--- src/rtl/counter_pkg.sv ---
// Shared constants and helpers for the modulo up/down counter family.
package counter_pkg;

  localparam logic DIR_UP   = 1'b1;
  localparam logic DIR_DOWN = 1'b0;

  // Ceiling log2, used to size digit/stage indices in cascade wrappers.
  function automatic int unsigned clog2(input longint unsigned n);
    int unsigned     r = 0;
    longint unsigned v = 64'd1;
    while (v < n) begin
      v = v << 1;
      r = r + 1;
    end
    return r;
  endfunction

endpackage

--- src/rtl/updown_mod_counter.sv ---
// Modulo-MOD up/down counter with parallel load, enable, cascade carry-in,
// registered wrap pulse (CO) and combinational terminal count (TC).
module updown_mod_counter
  import counter_pkg::*;
#(
  parameter int unsigned     W       = 4,
  parameter longint unsigned MOD     = 16,
  parameter longint unsigned RST_VAL = 0
) (
  input  logic         CLK,
  input  logic         MR,
  input  logic         EN,
  input  logic         CI,
  input  logic         UP,
  input  logic         LD,
  input  logic [W-1:0] D,
  output logic [W-1:0] Q,
  output logic         CO,
  output logic         TC
);

  if (W < 1 || W > 32) begin : g_bad_w
    $fatal(1, "updown_mod_counter: W must be within 1..32");
  end
  if (MOD < 2 || MOD > (64'd1 << W)) begin : g_bad_mod
    $fatal(1, "updown_mod_counter: MOD must be within 2..2^W");
  end
  if (RST_VAL >= MOD) begin : g_bad_rst
    $fatal(1, "updown_mod_counter: RST_VAL must be below MOD");
  end

  localparam logic [W-1:0] MAX_Q = W'(MOD - 64'd1);
  localparam logic [W-1:0] RST_Q = W'(RST_VAL);

  logic         step;
  logic         at_top;
  logic         at_bot;
  logic         wrap;
  logic         load_ok;
  logic [W-1:0] q_nxt;
  logic         co_nxt;

  // Wrap detection at W bits; when MOD == 2^W this matches natural overflow.
  assign step    = EN & CI;
  assign at_top  = (Q == MAX_Q);
  assign at_bot  = (Q == '0);
  assign wrap    = step & ((UP == DIR_UP) ? at_top : at_bot);
  assign load_ok = (64'(D) < MOD);
  assign TC      = wrap;

  // Next state: MR > LD > step > hold.
  always_comb begin
    q_nxt  = Q;
    co_nxt = 1'b0;
    if (MR) begin
      q_nxt = RST_Q;
    end else if (LD) begin
      q_nxt = load_ok ? D : '0;
    end else if (step) begin
      if (UP == DIR_UP) begin
        q_nxt = at_top ? '0 : Q + W'(1);
      end else begin
        q_nxt = at_bot ? MAX_Q : Q - W'(1);
      end
      co_nxt = wrap;
    end
  end

  always_ff @(posedge CLK) begin
    Q  <= q_nxt;
    CO <= co_nxt;
  end

`ifndef SYNTHESIS
  // Range check on Q, armed once the first reset has been seen.
  logic armed;
  always_ff @(posedge CLK) begin
    armed <= armed | MR;
    if (armed) begin
      assert (64'(Q) < MOD);
    end
  end
`endif

endmodule

--- config.mk ---
export PLATFORM = sky130hd
export DESIGN_NAME = updown_mod_counter
export DESIGN_NICKNAME = d
export VERILOG_FILES = /design/src/rtl/counter_pkg.sv /design/src/rtl/updown_mod_counter.sv
export SDC_FILE = /design/constraint.sdc
export NUM_CORES = 1
export LEC_CHECK = 0
export ABC_AREA = 1
export ABC_CLOCK_PERIOD_IN_PS = 1700
export CAP_MARGIN = 20
export CORE_AREA = 2 2 39 41
export CTS_BUF_LIST = sky130_fd_sc_hd__clkbuf_2
export CTS_CLUSTER_DIAMETER = 80
export DETAILED_ROUTE_END_ITERATION = 6
export DIE_AREA = 0 0 41 43
export PLACE_DENSITY = 0.7
export SLEW_MARGIN = 20
export SYNTH_ARGS = -nofsm -noshare
export SYNTH_HDL_FRONTEND = slang
export SYNTH_SLANG_ARGS = --single-unit
--- constraint.sdc ---
create_clock -name CLK -period 1.7 [get_ports CLK]
set_input_delay 0.34 -clock CLK [delete_from_list [all_inputs] [get_ports CLK]]
set_output_delay 0.34 -clock CLK [all_outputs]
set_load 0.1 [all_outputs]
# Yosys cells after proc, flatten, opt, wreduce, memory -nomap -nowiden
# Cells that the tools add are included.
# W data, S select, Z words.
dict set report totals {
  ram_bits 0
  wordCells 17
  n_memories 0
  latchBits 0
  mem_bits_ro 0
  ff_bits 5
  input_bits 10
  out_inout_bits 6
}
dict set report classes {
  n_shift 0
  add_sub_neg 2
  order_cmp 0
  div_mod_pow 0
  n_mux 6
  eq_ne 1
  n_reduce_logical 3
  bitwise_logic 3
  mul 0
}
# cell count
set ops {}
lappend ops {{$mux W4} 5}
lappend ops {{$add A4 B1 Y4 const B} 1}
lappend ops {{$eq A4 B4 Y1 const B} 1}
lappend ops {{$logic_not A4 Y1} 1}
lappend ops {{$sub A4 B1 Y4 const B} 1}
lappend ops {{$reduce_or A3 Y1} 1}
lappend ops {{$and A1 B1 Y1} 2}
lappend ops {{$reduce_bool A2 Y1} 1}
lappend ops {{$mux W1} 1}
lappend ops {{$not A1 Y1} 1}

# Longest topological paths before layout
# Gate-level depths: netlist of the first run.
dict set report depth {
  ltp_word 5
  ltp_mapped 8
  depth_no_buf 8
}

# Worst setup path after synthesis of the first run
# Ideal clock, no wire load.
dict set report synth_path {
  path_type {reg-to-output}
  start {reg Q[1]}
  end {out TC}
  t_arrival_ns 3.145
  path_buffers 0
  stages_incl_launch_ff 6
  setup_slack_ns -1.785
  t_required_ns 1.360
  cell_sequence {dfxtp_1 -> ha_1 -> nand3_1 -> nor2_1 -> inv_1 -> a21oi_1}
}
dict set report synth_between {
  elab_chain_cells 3
  elab_cells_between_ends 4
  classes_between {1 x eq/ne; 1 x mux; 1 x bitwise; 1 x reduce/logical}
}
# element line
set synth_lines {}
lappend synth_lines {{from (decl)} updown_mod_counter.sv:17} ;# output logic [W-1:0] Q,
lappend synth_lines {{from (signal assigned)} updown_mod_counter.sv:70} ;# Q <= q_nxt;
lappend synth_lines {{$eq A4 B4 Y1 / $logic_not A4 Y1 (equally long branches)} {updown_mod_counter.sv:45, updown_mod_counter.sv:46}}
lappend synth_lines {{$mux W1 (*)} updown_mod_counter.sv:47} ;# assign wrap = step & ((UP == DIR_UP) ? at_top : at_bot);
lappend synth_lines {{$and A1 B1 Y1 (*)} updown_mod_counter.sv:47}
lappend synth_lines {{to (decl)} updown_mod_counter.sv:19} ;# output logic TC
# Mark *: on every way between the ends. The rest lies on a longest branch, timed or not.

# Worst setup path after layout of the first run
dict set report layout_path {
  start {reg Q[0]}
  end {out TC}
}
# Same word-level chain as after synthesis.

==> results of run 1 <==
## synth_stat cells, types with 2 or more instances
cell / number / share of area
nor2_1: 4 / 0.037
dfxtp_1: 5 / 0.25
a21oi_1: 3 / 0.037
o21ai_0: 4 / 0.049
ha_1: 2 / 0.061
nand3_1: 7 / 0.086
inv_1: 11 / 0.10
nand2_1: 23 / 0.21
## registers in the layout, summed over array words and instances, names as in the netlist
name,count
Q,4
CO,1
## worst max-delay path: stages (launching register included)
cell	delay [ns]
dfxtp_4	0.36
inv_2	0.07
ha_4	0.12
inv_2	0.04
nor2_4	0.12
nand2_2	0.08
a21oi_4	0.17
buf_12	0.18
## report_power, final
group	switching [mW]	internal, mW
sequential	0.0187	0.124
combinational	0.128	0.0971
clock	0.0467	0.0622
total	0.194	0.284
## stage by stage
stage | utilization | hold WS, ns | TNS (ns) | instance area [µm²]
floorplan | - | 0.3933 | -0.2389 | 451.7
global placement | 0.4955 | 0.5331 | -0.09309 | 685.7
detailed placement | 0.4955 | 0.5378 | -0.1134 | 685.7
CTS | 0.5543 | 0.5461 | -0.03325 | 767.0
global route | 0.5669 | 0.5784 | -0.08971 | 784.5
finish | 0.5669 | 0.5534 | -0.009962 | 784.5
## metal layers
| metal | GRT usage | up-vias | share of wire |
|---|---|---|---|
| met2 | 0.2500 | 15 | 0.52 |
| met1 | 0.1865 | 225 | 0.44 |
| met5 | 0 | - | 0 |
| li1 | - | 262 | - |
| met4 | 0.08000 | 0 | 0.011 |
| met3 | 0.01571 | 2 | 0.034 |
## cell usage in the layout (no fill, tap or decap), types with 3 or more instances in the layout
cell type        count
nand2_1             22
clkdlybuf4s50_1      8
inv_1                7
buf_12               7
nand3_1              6
inv_2                5
buf_4                5
dfxtp_4              4
o21ai_0              4
clkbuf_2             4
nor2_4               3
## kinds of logic (layout without fill, tap and decap cells)
logic type               Yosys count  after routing  synth area share
AND/OR/NAND/NOR                   37             37            0.3926
adder cells (fa/ha/maj)            2              2           0.06134
flip-flops                         5              5            0.2454
AO/OA/AOI/OAI                     10             10            0.1411
buffers and inverters             13             37            0.1380
XOR/XNOR                           1              1           0.02148
## worst paths after layout
kind | depth (start not counted) | slack, ns | from | to
worst max-delay path | 7 | -0.01 | Q[0] | TC
worst min register to register | 2 | 0.55 | Q[3] | Q[3]
worst min-delay path | 2 | 0.55 | Q[3] | Q[3]
worst max register to register | 7 | 0.44 | Q[1] | Q[2]
## layout make-up
type / count / area, µm²
inverters: 12 / 45.04
multi-input cells: 50 / 317.8
well taps: 16 / 20.02
flip-flops and latches: 5 / 115.1
clock buffers: 4 / 20.02
fillers: 122 / 599.3
repair buffers: 21 / 266.5
## what timing repair did
action                                  in CTS  in global routing
endpoints found under the setup margin       1                  1
setup buffers                                4                  0
gates resized for setup                     10                  3
cloned                                       0                  0
pin swaps                                    5                  0
==> impl_metrics.env, run 1 <==
export IMPL_hold_viol=0
export IMPL_clk_pin_slew_worst_paths_ns=0.05
export IMPL_status="finished with violations"
export IMPL_wire_per_inst_um=10.12
export IMPL_setup_viol=1
export IMPL_grt_max_degree=10
export IMPL_insertion_delay_ns=0.21
export IMPL_io_buffer_count=15
export IMPL_syn_num_nets=80
export IMPL_drc=0
export IMPL_synth_ff_type="dfxtp_1"
export IMPL_n_antenna_cell=0
export IMPL_p_leak_nw=0.3373
export IMPL_worst_path_max_fanout=3
export IMPL_htreeDepth=1
export IMPL_grt_ovfl_total=0
export IMPL_place_congestion=0.8215
export IMPL_grt_pass1_wl_um=1828
export IMPL_cp_arrival_ns=1.37
export IMPL_ios=16
export IMPL_initial_core_util=0.2948
export IMPL_cts_sinks=5
export IMPL_netlist_instances=68
export IMPL_clockBufferDepth=2
export IMPL_yosysUniqueCellTypes=17
export IMPL_ant_nets=0
export IMPL_antenna_found_initial=0
export IMPL_placed_cells=100
export IMPL_postCtsHoldBufs=0
export IMPL_cts_tree="done"
export IMPL_die_y_um=43
export IMPL_ys_ff_latch=5
export IMPL_rsz0062_at_grt="true"
export IMPL_layout_min_cycle_time_ns=1.710
export IMPL_nets=105
export IMPL_fin_skew_ns=0.001549
export IMPL_dieArea_um2=1763
export IMPL_viasPerCell=4.667
export IMPL_postSynthAreaPerCell_um2=5.998
export IMPL_fin_ws_ns=-0.009962
export IMPL_fp_dieW_um=41
export IMPL_dr_total_vias=504
export IMPL_ys_warn_count=0
export IMPL_endpoint_kind="primary output"
export IMPL_synth_edf_count=0
export IMPL_cts_buffers=3
export IMPL_p_total_mw=0.4775
export IMPL_syn_cell_area_um2=407.9
export IMPL_core_area_um2=1384
export IMPL_ys_seq_area_frac=0.2454
export IMPL_post_place_ws_ns=-0.1134
export IMPL_hp_class="reg2reg"
export IMPL_grt_pass1_vias=466
export IMPL_drive_above_1_share=0.3696
export IMPL_cts_root_buf="clkbuf_2"
export IMPL_violations="negative setup slack"
export IMPL_ys_async_sr_fraction=0
export IMPL_finalCritPeriodShare=1.006
export IMPL_dp_hpwl_um=747.7
export IMPL_worst_pin_slew_ns=0.2457
export IMPL_final_max_slew_viol_count=0
export IMPL_power_density_nw_per_um2=608.6
export IMPL_wl_um=1093
export IMPL_stdcell_count=108
export IMPL_area_growth_pct=92.33
export IMPL_critPathLaunchType="flop"
export IMPL_row_count=14
export IMPL_first_pass_iters=4
export IMPL_drt_iter0_drc=8
export IMPL_slew_headroom=0.8345
export IMPL_cp_required_ns=1.36
export IMPL_path_class="reg2out"
export IMPL_ir_worst_vdd_v=0.0002569
export IMPL_fmax_mhz=584.8
export IMPL_track_usage=0.1536
export IMPL_drv_cap=0
Power figures use the tool's default switching activity.
==> run 2, diff against run 1 <==
--- a/config.mk
+++ b/config.mk
@@ -10,7 +10,7 @@
 export CAP_MARGIN = 20
 export CORE_AREA = 2 2 39 41
 export CTS_BUF_LIST = sky130_fd_sc_hd__clkbuf_2
-export CTS_CLUSTER_DIAMETER = 80
+export CTS_CLUSTER_DIAMETER = 100
 export DETAILED_ROUTE_END_ITERATION = 6
 export DIE_AREA = 0 0 41 43
 export PLACE_DENSITY = 0.7
==> results of run 2 <==
Same layout as run 1: the final DEF is identical, and so are final timing and power.
==> run 3, diff against run 2 <==
--- a/config.mk
+++ b/config.mk
@@ -11,8 +11,10 @@
 export CORE_AREA = 2 2 39 41
 export CTS_BUF_LIST = sky130_fd_sc_hd__clkbuf_2
 export CTS_CLUSTER_DIAMETER = 100
+export CTS_CLUSTER_SIZE = 10
 export DETAILED_ROUTE_END_ITERATION = 6
 export DIE_AREA = 0 0 41 43
+export HOLD_SLACK_MARGIN = 0.03
 export PLACE_DENSITY = 0.7
 export SLEW_MARGIN = 20
 export SYNTH_ARGS = -nofsm -noshare
==> results of run 3 <==
Same layout as run 1: the final DEF is identical, and so are final timing and power.
==> patch 1 (flow settings as in run 2) <==
Remove the register `CO`: a continuous assignment takes its place, so the output `CO` follows one clock earlier. Comments in the files are not updated.
--- a/src/rtl/updown_mod_counter.sv
+++ b/src/rtl/updown_mod_counter.sv
@@ -69,6 +69,7 @@
   always_ff @(posedge CLK) begin
     Q  <= q_nxt;
-    CO <= co_nxt;
   end
+
+  assign CO = co_nxt;
 
 `ifndef SYNTHESIS
Formal check against the unedited RTL: not equivalent (Yosys sat finds a counterexample within 4 cycles, from zero or initial values).
==> patch 1 against run 2 <==
- the run still ends with negative setup slack left
- area after synthesis shrank 5.5%
- critical path depth increased by 2
- wire length grew 0.73%
- first-iteration DRC count down 25%
- power shrank 8.0%
- worst hold slack worse by 14 ps
- setup slack got worse by 130 ps
- sequential cell count shrank 1
- final area fell by 2.1%
- die area unchanged
- clock power decreased by 23%
==> patch 1: results <==
group,metric,value,unit
place,instance_area_at_placement,694,µm²
global_routing,groute.usage.overall,0.146,
setup_path,flop2flop_setup_slack,350,ps
power_and_ir_drop,pg_seq,0.000117,W
global_routing,global_route.usage.met1,0.197,
detailed_routing,met3RoutedLength,13,µm
finish,regArea,95.1,µm²
detailed_routing,drt_first_iter_violations,6,
synth,top_cells_by_area_in_the_synthesized_netlist,"sky130_fd_sc_hd__nand2_1 22%, sky130_fd_sc_hd__dfxtp_1 21%, sky130_fd_sc_hd__inv_1 11%",
power_and_ir_drop,switchingPower,0.000187,W
synth,post_synth.cell_area_avg,5.84,µm²
place,placement_stage_worst_setup_slack,-271,ps
synth,synth_fp_nets,78,
global_routing,first_global_vias,475,
detailed_routing,route.vias.total,486,
setup_path,worst_r2r_path_depth,9,
sta,fin_worst_skew,2.17,ps
synth,synth.yosys.seq_area_share,0.208,
sta,hold-worst-slack,540,ps
global_routing,grt_first_pass_wirelength,1.79,mm
run_status,failed_checks,"negative setup slack",
place,finalWeightedCongestion,0.811,
sta,total_of_endpoints_with_negative_setup_slack_in_the_final_report,2,
finish,final_layout_size_suffix_gt1_frac,0.402,
finish,n_fill_cell,127,
power_and_ir_drop,sequentialPowerShare,0.266,
setup_path,cp_top_family,"simple AND/OR/NAND/NOR gates",
sta,timing.max_slew.rel_slack,0.824,
finish,final_nets,106,
run_status,outcome,"finished, violations left",
place,placed_cells,103,
power_and_ir_drop,leakagePower,0.361,nW
detailed_routing,routed_met2_length,612,µm
sta,setup_tns,-164,ps
detailed_routing,top_layer_used,"met3",
detailed_routing,wl_met1,474,µm
place,sum_of_net_half_perimeters_after_detailed_placement,819,µm
sta,final-hold-violation-count,0,
setup_path,crit_path_end,"CO",
synth,post_synth_most_frequent_cells,"23 x sky130_fd_sc_hd__nand2_1, 11 x sky130_fd_sc_hd__inv_1, 8 x sky130_fd_sc_hd__nand3_1, 4 x sky130_fd_sc_hd__dfxtp_1, 4 x sky130_fd_sc_hd__nor2_1",
power_and_ir_drop,clock_power,0.0000843,W
sta,timing.final.ws_setup,-143,ps
detailed_routing,route.detailed.wl_per_inst,10.2,µm
global_routing,grt.met2_usage,0.225,
==> patch 1: repair_timing <==
| action | CTS | global route |
|---|---|---|
| pin swaps | 5 | 5 |
| setup buffers | 2 | 0 |
| resized for setup | 8 | 7 |
| endpoints found under the setup margin | 2 | 2 |
==> patch 1: logic make-up (layout without fill, tap and decap cells) <==
| family | after synthesis | count (layout) | synth area share |
|---|---|---|---|
| and+or+nand+nor | 40 | 40 | 0.445 |
| buffers and inverters | 13 | 39 | 0.166 |
| AOI/OAI and AO/OA | 6 | 6 | 0.0941 |
| DFF | 4 | 4 | 0.208 |
| adders and majority gates | 2 | 2 | 0.0649 |
| xor gates and xnor gates | 1 | 1 | 0.0227 |
==> patch 1: cell type report <==
cell class              instances  area share
flip-flops and latches          4       0.124
repair buffers                 25       0.370
well taps                      16      0.0261
inverters                      11      0.0635
multi-input cells              49       0.397
clock buffers                   3      0.0195
==> patch 2 (config.mk and constraints of run 2) <==
Without the edit above. The parameter `MOD` goes from 16 to 8.
--- a/src/rtl/updown_mod_counter.sv
+++ b/src/rtl/updown_mod_counter.sv
@@ -5,5 +5,5 @@
 #(
   parameter int unsigned     W       = 4,
-  parameter longint unsigned MOD     = 16,
+  parameter longint unsigned MOD     = 8,
   parameter longint unsigned RST_VAL = 0
 ) (
Behaviour: not the same (a bounded check fails within 4 cycles, from zero or initial values).
==> patch 2 against run 2 <==
- the run still ends with negative setup slack left
- sequential power is 8% lower
- die area is the same
- setup slack worse by 33 ps
- power shrank 11%
- wire length decreased by 9.2%
- sequential cell count is the same
- area after synthesis fell by 5.2%
- final area shrank 6.5%
- largest power group unchanged
==> patch 2: results <==
group,metric,value,unit
global_routing,groute.usage.overall,0.148,
setup_path,worst_r2r_path_depth,8,
global_routing,antenna_violations_before_repair,0,
synth,synth.yosys.seq_area_share,0.259,
place,sum_of_net_half_perimeters_after_detailed_placement,721,µm
sta,total_of_endpoints_with_negative_setup_slack_in_the_final_report,1,
run_status,outcome,"finished, violations left",
synth,synth.lib_cells_used.distinct,19,
setup_path,reg2reg_to,"CO",
detailed_routing,routed_wirelength,992,µm
setup_path,timing.rr.start,"Q[0]",
setup_path,worstPathArrival,1400,ps
power_and_ir_drop,ir_drop,0.000363,V
global_routing,largest_net_degree_at_the_start_of_global_routing,9,
synth,post_synth.cell_area_avg,6.90,µm²
run_status,failed_checks,"negative setup slack",
sta,setup_tns,-42.8,ps
detailed_routing,route.vias.total,456,
global_routing,global_route.usage.met1,0.164,
synth,post_synth_most_frequent_cells,"12 x sky130_fd_sc_hd__nand2_1, 11 x sky130_fd_sc_hd__inv_1, 8 x sky130_fd_sc_hd__nand3_1, 5 x sky130_fd_sc_hd__dfxtp_1, 3 x sky130_fd_sc_hd__nor2_1",
global_routing,first_global_vias,424,
clocking,worst_setup_hold_path_clk_slew,60,ps
power_and_ir_drop,leakagePower,0.306,nW
detailed_routing,drt_first_iter_violations,13,
finish,layoutNonFillerInstCount,97,
place,placed_cells,87,
synth,top_cells_by_area_in_the_synthesized_netlist,"sky130_fd_sc_hd__dfxtp_1 26%, sky130_fd_sc_hd__nand2_1 12%, sky130_fd_sc_hd__inv_1 11%",
setup_path,flop2flop_setup_slack,380,ps
sta,fin_worst_skew,6.65,ps
global_routing,grt_use_met3,0.0785,
sta,timing.final.ws_setup,-42.8,ps
place,finalWeightedCongestion,0.745,
global_routing,grt_first_pass_wirelength,1.72,mm
global_routing,grt.met2_usage,0.234,
clocking,clk-insertion-delay-late,230,ps
setup_path,cp_top_family,"buffers and inverters",
synth,synth_fp_nets,68,
finish,final_layout_size_suffix_gt1_frac,0.432,
sta,timing.max_slew.rel_slack,0.810,
finish,final_nets,94,
-- patch 2: tightest hold or removal path, cell delays in order, from the launching register on --
cell and delay (ps):
sky130_fd_sc_hd__dfxtp_2 360, sky130_fd_sc_hd__nand2_1 70, sky130_fd_sc_hd__a21oi_1 60
-- patch 2: worst max path at each step --
stage | startpoint | to | slack (ps)
global route | Q[0] | TC | -120
CTS | Q[1] | TC | -70
detailed placement | UP | TC | -220
finish | Q[0] | TC | -40
global placement | UP | TC | -210
floorplan | Q[1] | TC | -120
-- patch 2: cells by family after synthesis --
group           after synthesis  synth area share
compound gates                8             0.149
xor+xnor                      2            0.0453
fa+ha+maj                     2            0.0647
buf+inv                      13             0.165
flops                         5             0.259
simple gates                 26             0.317
-- patch 2: per-stage QoR --
step | hold slack, ps | worst slack (ps) | cell area, µm² | power (W)
final | 527 | -42.8 | 733 | 0.000424
after global routing | 533 | -118 | 733 | 0.000451
after CTS | 527 | -72.7 | 718 | 0.000424
after detailed placement | 514 | -217 | 641 | 0.000289
after global placement | 511 | -206 | 641 | 0.000286
after floorplan | 393 | -117 | 418 | 0.000229
-- patch 2: power groups by stage --
stage | clock network (W) | logic (W) | registers [W]
2_1_floorplan | 0 | 0.0000612 | 0.000167
3_3_place_gp | 0 | 0.000149 | 0.000137
3_5_place_dp | 0 | 0.000153 | 0.000137
4_1_cts | 0.000118 | 0.000175 | 0.000131
5_1_grt | 0.000130 | 0.000188 | 0.000132
6_report | 0.000116 | 0.000178 | 0.000131
-- patch 2: routing by layer --
metal  routed length, µm  part of all wire
met1                 361              0.36
met2                 582              0.59
met3                  48             0.048
met4                   0                 0
met5                   0                 0
-- patch 2: what timing repair did --
| action | in CTS | in global routing |
|---|---|---|
| hold buffers | 0 | 0 |
| pin swaps | 3 | 3 |
| gates resized for setup | 5 | 2 |
| setup buffers | 5 | 1 |
| setup endpoints to repair | 1 | 1 |
| endpoints found under the hold margin | 0 | 0 |
-- patch 2: layout make-up --
type	instances	area, µm²
fillers	134	651
inverters	11	50.0
repair buffers	23	269
clock buffers	4	20.0
well taps	16	20.0
flip-flops and latches	5	113
multi-input cells	38	262
